--- config.mk ---
export PLATFORM = sky130hd
export DESIGN_NAME = gpu_io_master
export DESIGN_NICKNAME = d
export VERILOG_FILES = /design/src/rtl/gpu_io_master.sv
export SDC_FILE = /design/constraint.sdc
export NUM_CORES = 1
export LEC_CHECK = 0
export ABC_AREA = 1
export CAP_MARGIN = 20
export CORE_ASPECT_RATIO = 1.75
export CORE_MARGIN = 4
export CORE_UTILIZATION = 43
export CTS_CLUSTER_SIZE = 12
export DETAILED_ROUTE_END_ITERATION = 10
export PLACE_DENSITY = 0.73
export SLEW_MARGIN = 30
export SYNTH_ARGS = -nofsm -noshare
export SYNTH_HDL_FRONTEND = slang
export SYNTH_SLANG_ARGS = --single-unit
--- constraint.sdc ---
create_clock -name sys_clk -period 2.26 [get_ports sys_clk]
set_input_delay 0.339 -clock sys_clk [delete_from_list [all_inputs] [get_ports sys_clk]]
set_output_delay 0.339 -clock sys_clk [all_outputs]
set_load 0.05 [all_outputs]
--- src/rtl/gpu_io_master.sv ---
// gpu_io_master: splits a 32-bit request into two strobed 16-bit bus cycles separated by an idle gap,
// aborting a strobe that waits TIMEOUT cycles without io_ack.
module gpu_io_master #(
  parameter int IDLE_GAP = 1,
  parameter int TIMEOUT  = 255
) (
  input  logic        sys_clk,
  input  logic        reset_n,
  input  logic        req_valid,
  output logic        req_ready,
  input  logic        req_write,
  input  logic [15:0] req_addr,
  input  logic [31:0] req_wdata,
  input  logic        big_io,
  output logic        rsp_valid,
  output logic        rsp_err,
  output logic [31:0] rsp_rdata,
  output logic [15:0] io_addr,
  output logic [15:0] io_wdata,
  output logic        iord,
  output logic        iowr,
  input  logic        io_ack,
  input  logic [15:0] io_rdata
);
  typedef enum logic [2:0] {IDLE, CYC0, GAP, CYC1, DONE} state_t;
  localparam logic [7:0] LP_CNT_LAST = 8'(TIMEOUT - 1);
  localparam logic [2:0] LP_GAP_LAST = 3'(IDLE_GAP - 1);
  state_t      r_state;
  logic        r_write;
  logic        r_big;
  logic [15:0] r_wdata1;
  logic [15:0] r_word0;
  logic [7:0]  r_cnt;
  logic [2:0]  r_gap;
  logic        w_timeout;
  logic        w_unused;
  assign w_timeout = r_cnt == LP_CNT_LAST;
  assign w_unused  = ^req_addr[1:0];
  // ack is checked before the timeout so an ack on the last allowed cycle still succeeds
  always_ff @(posedge sys_clk or negedge reset_n) begin
    if (!reset_n) begin
      r_state   <= IDLE;
      req_ready <= 1'b0;
      r_write   <= 1'b0;
      r_big     <= 1'b0;
      r_wdata1  <= '0;
      r_word0   <= '0;
      r_cnt     <= '0;
      r_gap     <= '0;
      io_addr   <= '0;
      io_wdata  <= '0;
      iord      <= 1'b0;
      iowr      <= 1'b0;
      rsp_valid <= 1'b0;
      rsp_err   <= 1'b0;
      rsp_rdata <= '0;
    end else begin
      case (r_state)
        IDLE: begin
          if (req_valid && req_ready) begin
            r_state   <= CYC0;
            req_ready <= 1'b0;
            r_write   <= req_write;
            r_big     <= big_io;
            r_wdata1  <= big_io ? req_wdata[15:0] : req_wdata[31:16];
            r_cnt     <= '0;
            io_addr   <= {req_addr[15:2], 2'b00};
            io_wdata  <= req_write ? (big_io ? req_wdata[31:16] : req_wdata[15:0]) : 16'h0;
            iord      <= ~req_write;
            iowr      <= req_write;
          end else begin
            req_ready <= 1'b1;
          end
        end
        CYC0: begin
          if (io_ack) begin
            r_state  <= GAP;
            r_gap    <= '0;
            r_word0  <= r_write ? 16'h0 : io_rdata;
            iord     <= 1'b0;
            iowr     <= 1'b0;
            io_wdata <= '0;
          end else if (w_timeout) begin
            r_state   <= DONE;
            iord      <= 1'b0;
            iowr      <= 1'b0;
            io_wdata  <= '0;
            rsp_valid <= 1'b1;
            rsp_err   <= 1'b1;
            rsp_rdata <= '0;
          end else begin
            r_cnt <= r_cnt + 8'd1;
          end
        end
        GAP: begin
          if (r_gap == LP_GAP_LAST) begin
            r_state    <= CYC1;
            r_cnt      <= '0;
            io_addr[1] <= 1'b1;
            io_wdata   <= r_write ? r_wdata1 : 16'h0;
            iord       <= ~r_write;
            iowr       <= r_write;
          end else begin
            r_gap <= r_gap + 3'd1;
          end
        end
        CYC1: begin
          if (io_ack) begin
            r_state   <= DONE;
            iord      <= 1'b0;
            iowr      <= 1'b0;
            io_wdata  <= '0;
            rsp_valid <= 1'b1;
            rsp_err   <= 1'b0;
            rsp_rdata <= r_write ? 32'h0 : (r_big ? {r_word0, io_rdata} : {io_rdata, r_word0});
          end else if (w_timeout) begin
            r_state   <= DONE;
            iord      <= 1'b0;
            iowr      <= 1'b0;
            io_wdata  <= '0;
            rsp_valid <= 1'b1;
            rsp_err   <= 1'b1;
            rsp_rdata <= '0;
          end else begin
            r_cnt <= r_cnt + 8'd1;
          end
        end
        DONE: begin
          r_state   <= IDLE;
          req_ready <= 1'b1;
          r_word0   <= '0;
          rsp_valid <= 1'b0;
          rsp_err   <= 1'b0;
          rsp_rdata <= '0;
        end
        default: r_state <= IDLE;
      endcase
    end
  end
endmodule

## After elaboration in Yosys (flattened, before gate mapping)

Index checks and enable logic that the tools add are counted.

| storage, ports and cells | value |
|---|---|
| input bits | 70 |
| output and inout port bits | 69 |
| register bits after elaboration | 116 |
| word-level logic and storage cells | 104 |

| cells by class | value |
|---|---|
| equal/unequal tests | 13 |
| bitwise operators | 2 |
| reductions and logical operators | 18 |
| add/sub/neg operators | 2 |
| mux-type cells | 53 |

Operator list:

| cell | count |
|---|---|
| two-way mux 16 bit | 10 |
| two-way mux 32 bit | 5 |
| case mux 32 bit (3 select lines) | 1 |
| case mux 16 bit (3 select lines) | 1 |
| two-way mux 8 bit | 4 |
| case mux 16 bit (2 select lines) | 1 |
| case mux 8 bit (3 select lines) | 1 |
| two-way mux 3 bit | 7 |
| two-way mux 1 bit | 14 |
| inequality test 2 bit, second input constant | 7 |
| case mux 1 bit (3 select lines) | 4 |
| case mux 3 bit (4 select lines) | 1 |
| adder 8 x 1 -> 8 bit, second input constant | 1 |
| equality test 8 bit, second input constant | 1 |
| AND reduction 2 bit | 4 |
| nonzero test 2 bit | 4 |
| equality test 3 x 2 -> 1 bit, second input constant | 2 |
| zero test 3 bit | 2 |
| case mux 3 bit (2 select lines) | 1 |
| AND reduction 3 bit | 2 |
| nonzero test 3 bit | 2 |
| AND reduction 5 bit | 1 |
| case mux 1 bit (2 select lines) | 2 |
| AND reduction 4 bit | 1 |
| other kinds (8) | 9 |

## Depth between registers and ports, before layout

| logic depth | value |
|---|---|
| depth in word-level cells | 4 |
| mapped depth | 10 |
| mapped depth without buffers | 10 |

## Worst setup path before layout

OpenSTA, ideal clock, no wires.

| timing | value |
|---|---|
| kind | register to register |
| start point | register req_ready |
| end point | register io_addr[10] |
| cell stages (with the launch flop) | 8 |
| path buffers | 2 |
| path slack | 0.511 ns |
| data required time | 2.141 ns |
| arrival | 1.630 ns |
| library setup time | 0.119 ns |
| cells stage by stage | dfrtp_1 nand2_1 nor3_4 inv_2 buf_2 buf_2 nand2_1 nand2_1 |

| on the way | value |
|---|---|
| longest elaborated chain between the ends | 2 |

Ends and longest elaborated chain:

| element | RTL line | RTL |
|---|---|---|
| from (decl) | 10 | `output logic req_ready,` |
| from (signal assigned) | 43 | `req_ready <= 1'b0;` |
| from (signal assigned) | 62 | `req_ready <= 1'b0;` |
| from (signal assigned) | 72 | `req_ready <= 1'b1;` |
| logical AND 1 bit | 60 | `if (req_valid && req_ready) begin` |
| AND reduction 2 bit (no source line) | n/a |  |
| to (signal assigned) | 67 | `io_addr <= {req_addr[15:2], 2'b00};` |
| to (decl) | 18 | `output logic [15:0] io_addr,` |

No other way between the ends.
A chain may end at the register's enable or synchronous reset.

## Worst setup path in the final report

| timing | value |
|---|---|
| start point | register rsp_rdata[25] |
| end point | output rsp_rdata[25] |

RTL lines:

| element | RTL line | RTL |
|---|---|---|
| from (decl) | 17 | `output logic [31:0] rsp_rdata,` |
| from (signal assigned) | 115 | `rsp_rdata <= r_write ? 32'h0 : (r_big ? {r_word0, io_rdata} : {io_rdata, r_word0});` |

No word-level cell between the ends.

==> run metrics <==
WL final=17,800 um; maximum number of pins on one net before global-route repair=66; commonest non-fill, non-tap cell in the layout=nand2_1; # rows=58; Sw Pwr=0.00550 W; via count=6,007; Max Buffers Root-to-Sink=2; setup bufs post-CTS=0; outcome=complete, no violations; internal power=0.00635 W; Synth Instances=868; sw frac=46.4%; clock share of power=22.1%; Die ar.=16,700 sq um; final RePlAce weighted congestion=0.866; 1st-pass router iterations=6; max-cap violations=0; WHS=459 ps; worst r2r dst=rsp_rdata[10]$_DFFE_PN0P_; WS Path Type=reg2out; Yosys top cell area share=46.1%; Fin Setup TNS=0 ps; register area share after synthesis=46.1%; number of synthesized register bits=116; worst skew pair latency=410 ps; DR iter-0 viols=271; Peak VDD IR=0.000940 V; Remaining Overflow, GRT=0; fin crit period=1990 ps; f_max=0.503 GHz; CTS Hold Buffers Added=1; Initial Util=43.8%; Mapped Avg Cell Area=7.26 sq um; first-pass GRT wire length=29,100 um; H-Tree Depth=4; PwrDens=1420 nW/um^2; Post-Syn Area=6300 sq um; clock sink total=116; setup violators final=0; slew margin rel.=52.9%; Routed WL per cell=15.1 um; cell family with most CP delay=buffers and inverters; Die H=168 um; share of post-route cells with drive strength above 1=7.32%; WP buf/inv=1; FF-to-FF path depth=8; YS warnings=0; slowest cell delay on critical path=830 ps; Port Buf Inserts=135; GRT Total Usage=21.7%; Comb power frac=49.2%; HPWL Detailed=12,500 um; crit-path cells=clkdlybuf4s50_1; DRC=0; Critical Path Fanout Max=3; die width=99.5 um; CTS resizes=0; Num CTS Buffers=17; commonest cells after routing, fill and taps aside=nand2_1, nand3_1, clkdlybuf4s50_1; Critical-path top delay cell=clkdlybuf4s50_1; Inserted Diodes=0; worst path arrival time=1650 ps; core area=14,400 sq um; Root Buffer Master=clkbuf_16; Worst R2R Setup Slack=520 ps; area leader, netlist=dfrtp_1; Hold Crit Class=in2async; area of the multi-input gates=2900 sq um; Final Hold Vio Count=0; Worst Tran Pin Value=705 ps; Static Leak=4.17 nW; Req. time, crit path=1920 ps; final worst-path cycle share=87.9%; fillers=1,341; CTS tree=done; RSZ-0062 raised after global routing=no; endpoint class of the critical path=output port; Worst R2R Start=r_state[0]$_DFFE_PN0P_; vias in the first global route=5,973; skew final=15.9 ps; FF/Latch Area=2900 sq um; area grow syn2layout=32.7%; vias per inst=5.10; Startpoint Class=register; Clock transition at path regs=60 ps; synth top area cells=dfrtp_1, nand2_1, nand3_1, o21ai_0, inv_1; fin. max-slew vios=0; sequential power share=28.7%; Yosys cell types=35; io pins=139; Routed Antenna Nets=0; initial antenna violation count=0; syn nets=942; fin nets=1,058
## logic make-up after synthesis
family,Yosys count,share of synthesized area [%]
simple gates,516,35.5
fa+ha+maj,4,0.795
compound gates,115,9.36
flops,116,46.1
buf+inv,114,7.89
other cells,1,0.0595
xor+xnor,2,0.278
## registers in the layout, indices dropped and copies added (netlist names), 3 cells and up
| name | count |
|---|---|
| r_word0 | 16 |
| r_cnt | 8 |
| r_state | 3 |
| io_wdata | 16 |
| rsp_rdata | 32 |
| io_addr | 15 |
| r_wdata1 | 16 |
| r_gap | 3 |
## area by class of cell
class / count / share of cell area, %
Clock buffer: 19 / 5.30
Sequential cell: 116 / 34.7
Multi-Input combinational cell: 638 / 34.7
Clock inverter: 13 / 1.60
Inverter: 58 / 2.63
Timing Repair Buffer: 153 / 18.4
Tap cell: 180 / 2.69
## power groups by stage
stage / logic (W) / clock network [W] / registers, W
final: 0.00583 / 0.00262 / 0.00340
after global routing: 0.00638 / 0.00274 / 0.00351
after CTS: 0.00589 / 0.00266 / 0.00340
after detailed placement: 0.00586 / 0 / 0.00343
after global placement: 0.00581 / 0 / 0.00340
after floorplan: 0.00241 / 0 / 0.00497
## cells in the mapped netlist
master	n
nand2_4	3
ha_1	4
nor3_4	1
clkbuf_2	1
nand3_1	155
xnor2_1	1
nor2_1	25
dfrtp_1	116
buf_6	4
inv_2	7
nand3b_1	1
inv_4	1
nand2_2	4
o21bai_1	2
buf_1	3
xor2_1	1
nor3_1	2
conb_1	1
nor2_4	1
nand4_1	1
o21ai_1	10
inv_1	50
nand2_1	317
buf_4	6
a21oi_1	23
nor2_8	2
buf_2	10
o21ai_0	77
nor2_2	2
a22oi_1	1
o211ai_1	1
or2_2	1
o21ai_2	1
nand3_2	1
clkbuf_1	32
## how the worst max path moves through the flow
stage / to / startpoint / depth (start not counted) / slack, ps
finish: rsp_rdata[25] / rsp_rdata[25]$_DFFE_PN0P_ / 1 / 270
floorplan: io_addr[10]$_DFFE_PN0P_ / req_ready$_DFFE_PN0P_ / 7 / 510
detailed placement: rsp_rdata[1]$_DFFE_PN0P_ / io_ack / 7 / 410
CTS: rsp_rdata[11] / rsp_rdata[11]$_DFFE_PN0P_ / 1 / 230
global route: rsp_rdata[25] / rsp_rdata[25]$_DFFE_PN0P_ / 1 / 220
global placement: rsp_rdata[5]$_DFFE_PN0P_ / io_ack / 7 / 430
## stage by stage
| step | instance area, sq um | utilization (%) | total power (W) | worst slack (ps) | std cells |
|---|---|---|---|---|---|
| 2_1_floorplan | 6300 | - | 0.00738 | 511 | 868 |
| 4_1_cts | 8360 | 58.2 | 0.0120 | 234 | 1177 |
| 3_3_place_gp | 7770 | 54.1 | 0.00921 | 426 | 1144 |
| 6_report | 8360 | 58.2 | 0.0118 | 274 | 1177 |
| 3_5_place_dp | 7770 | 54.1 | 0.00929 | 407 | 1144 |
| 5_1_grt | 8360 | 58.2 | 0.0126 | 223 | 1177 |
## layer usage
layer	global-route usage [%]	part of all wire, %	vias up
li1	-	-	3033
met1	23.2	37	2729
met2	39.2	53	202
met3	3.81	4.9	43
met4	12.6	4.7	0
met5	0	0	-
(Power assumes the default switching activity.)
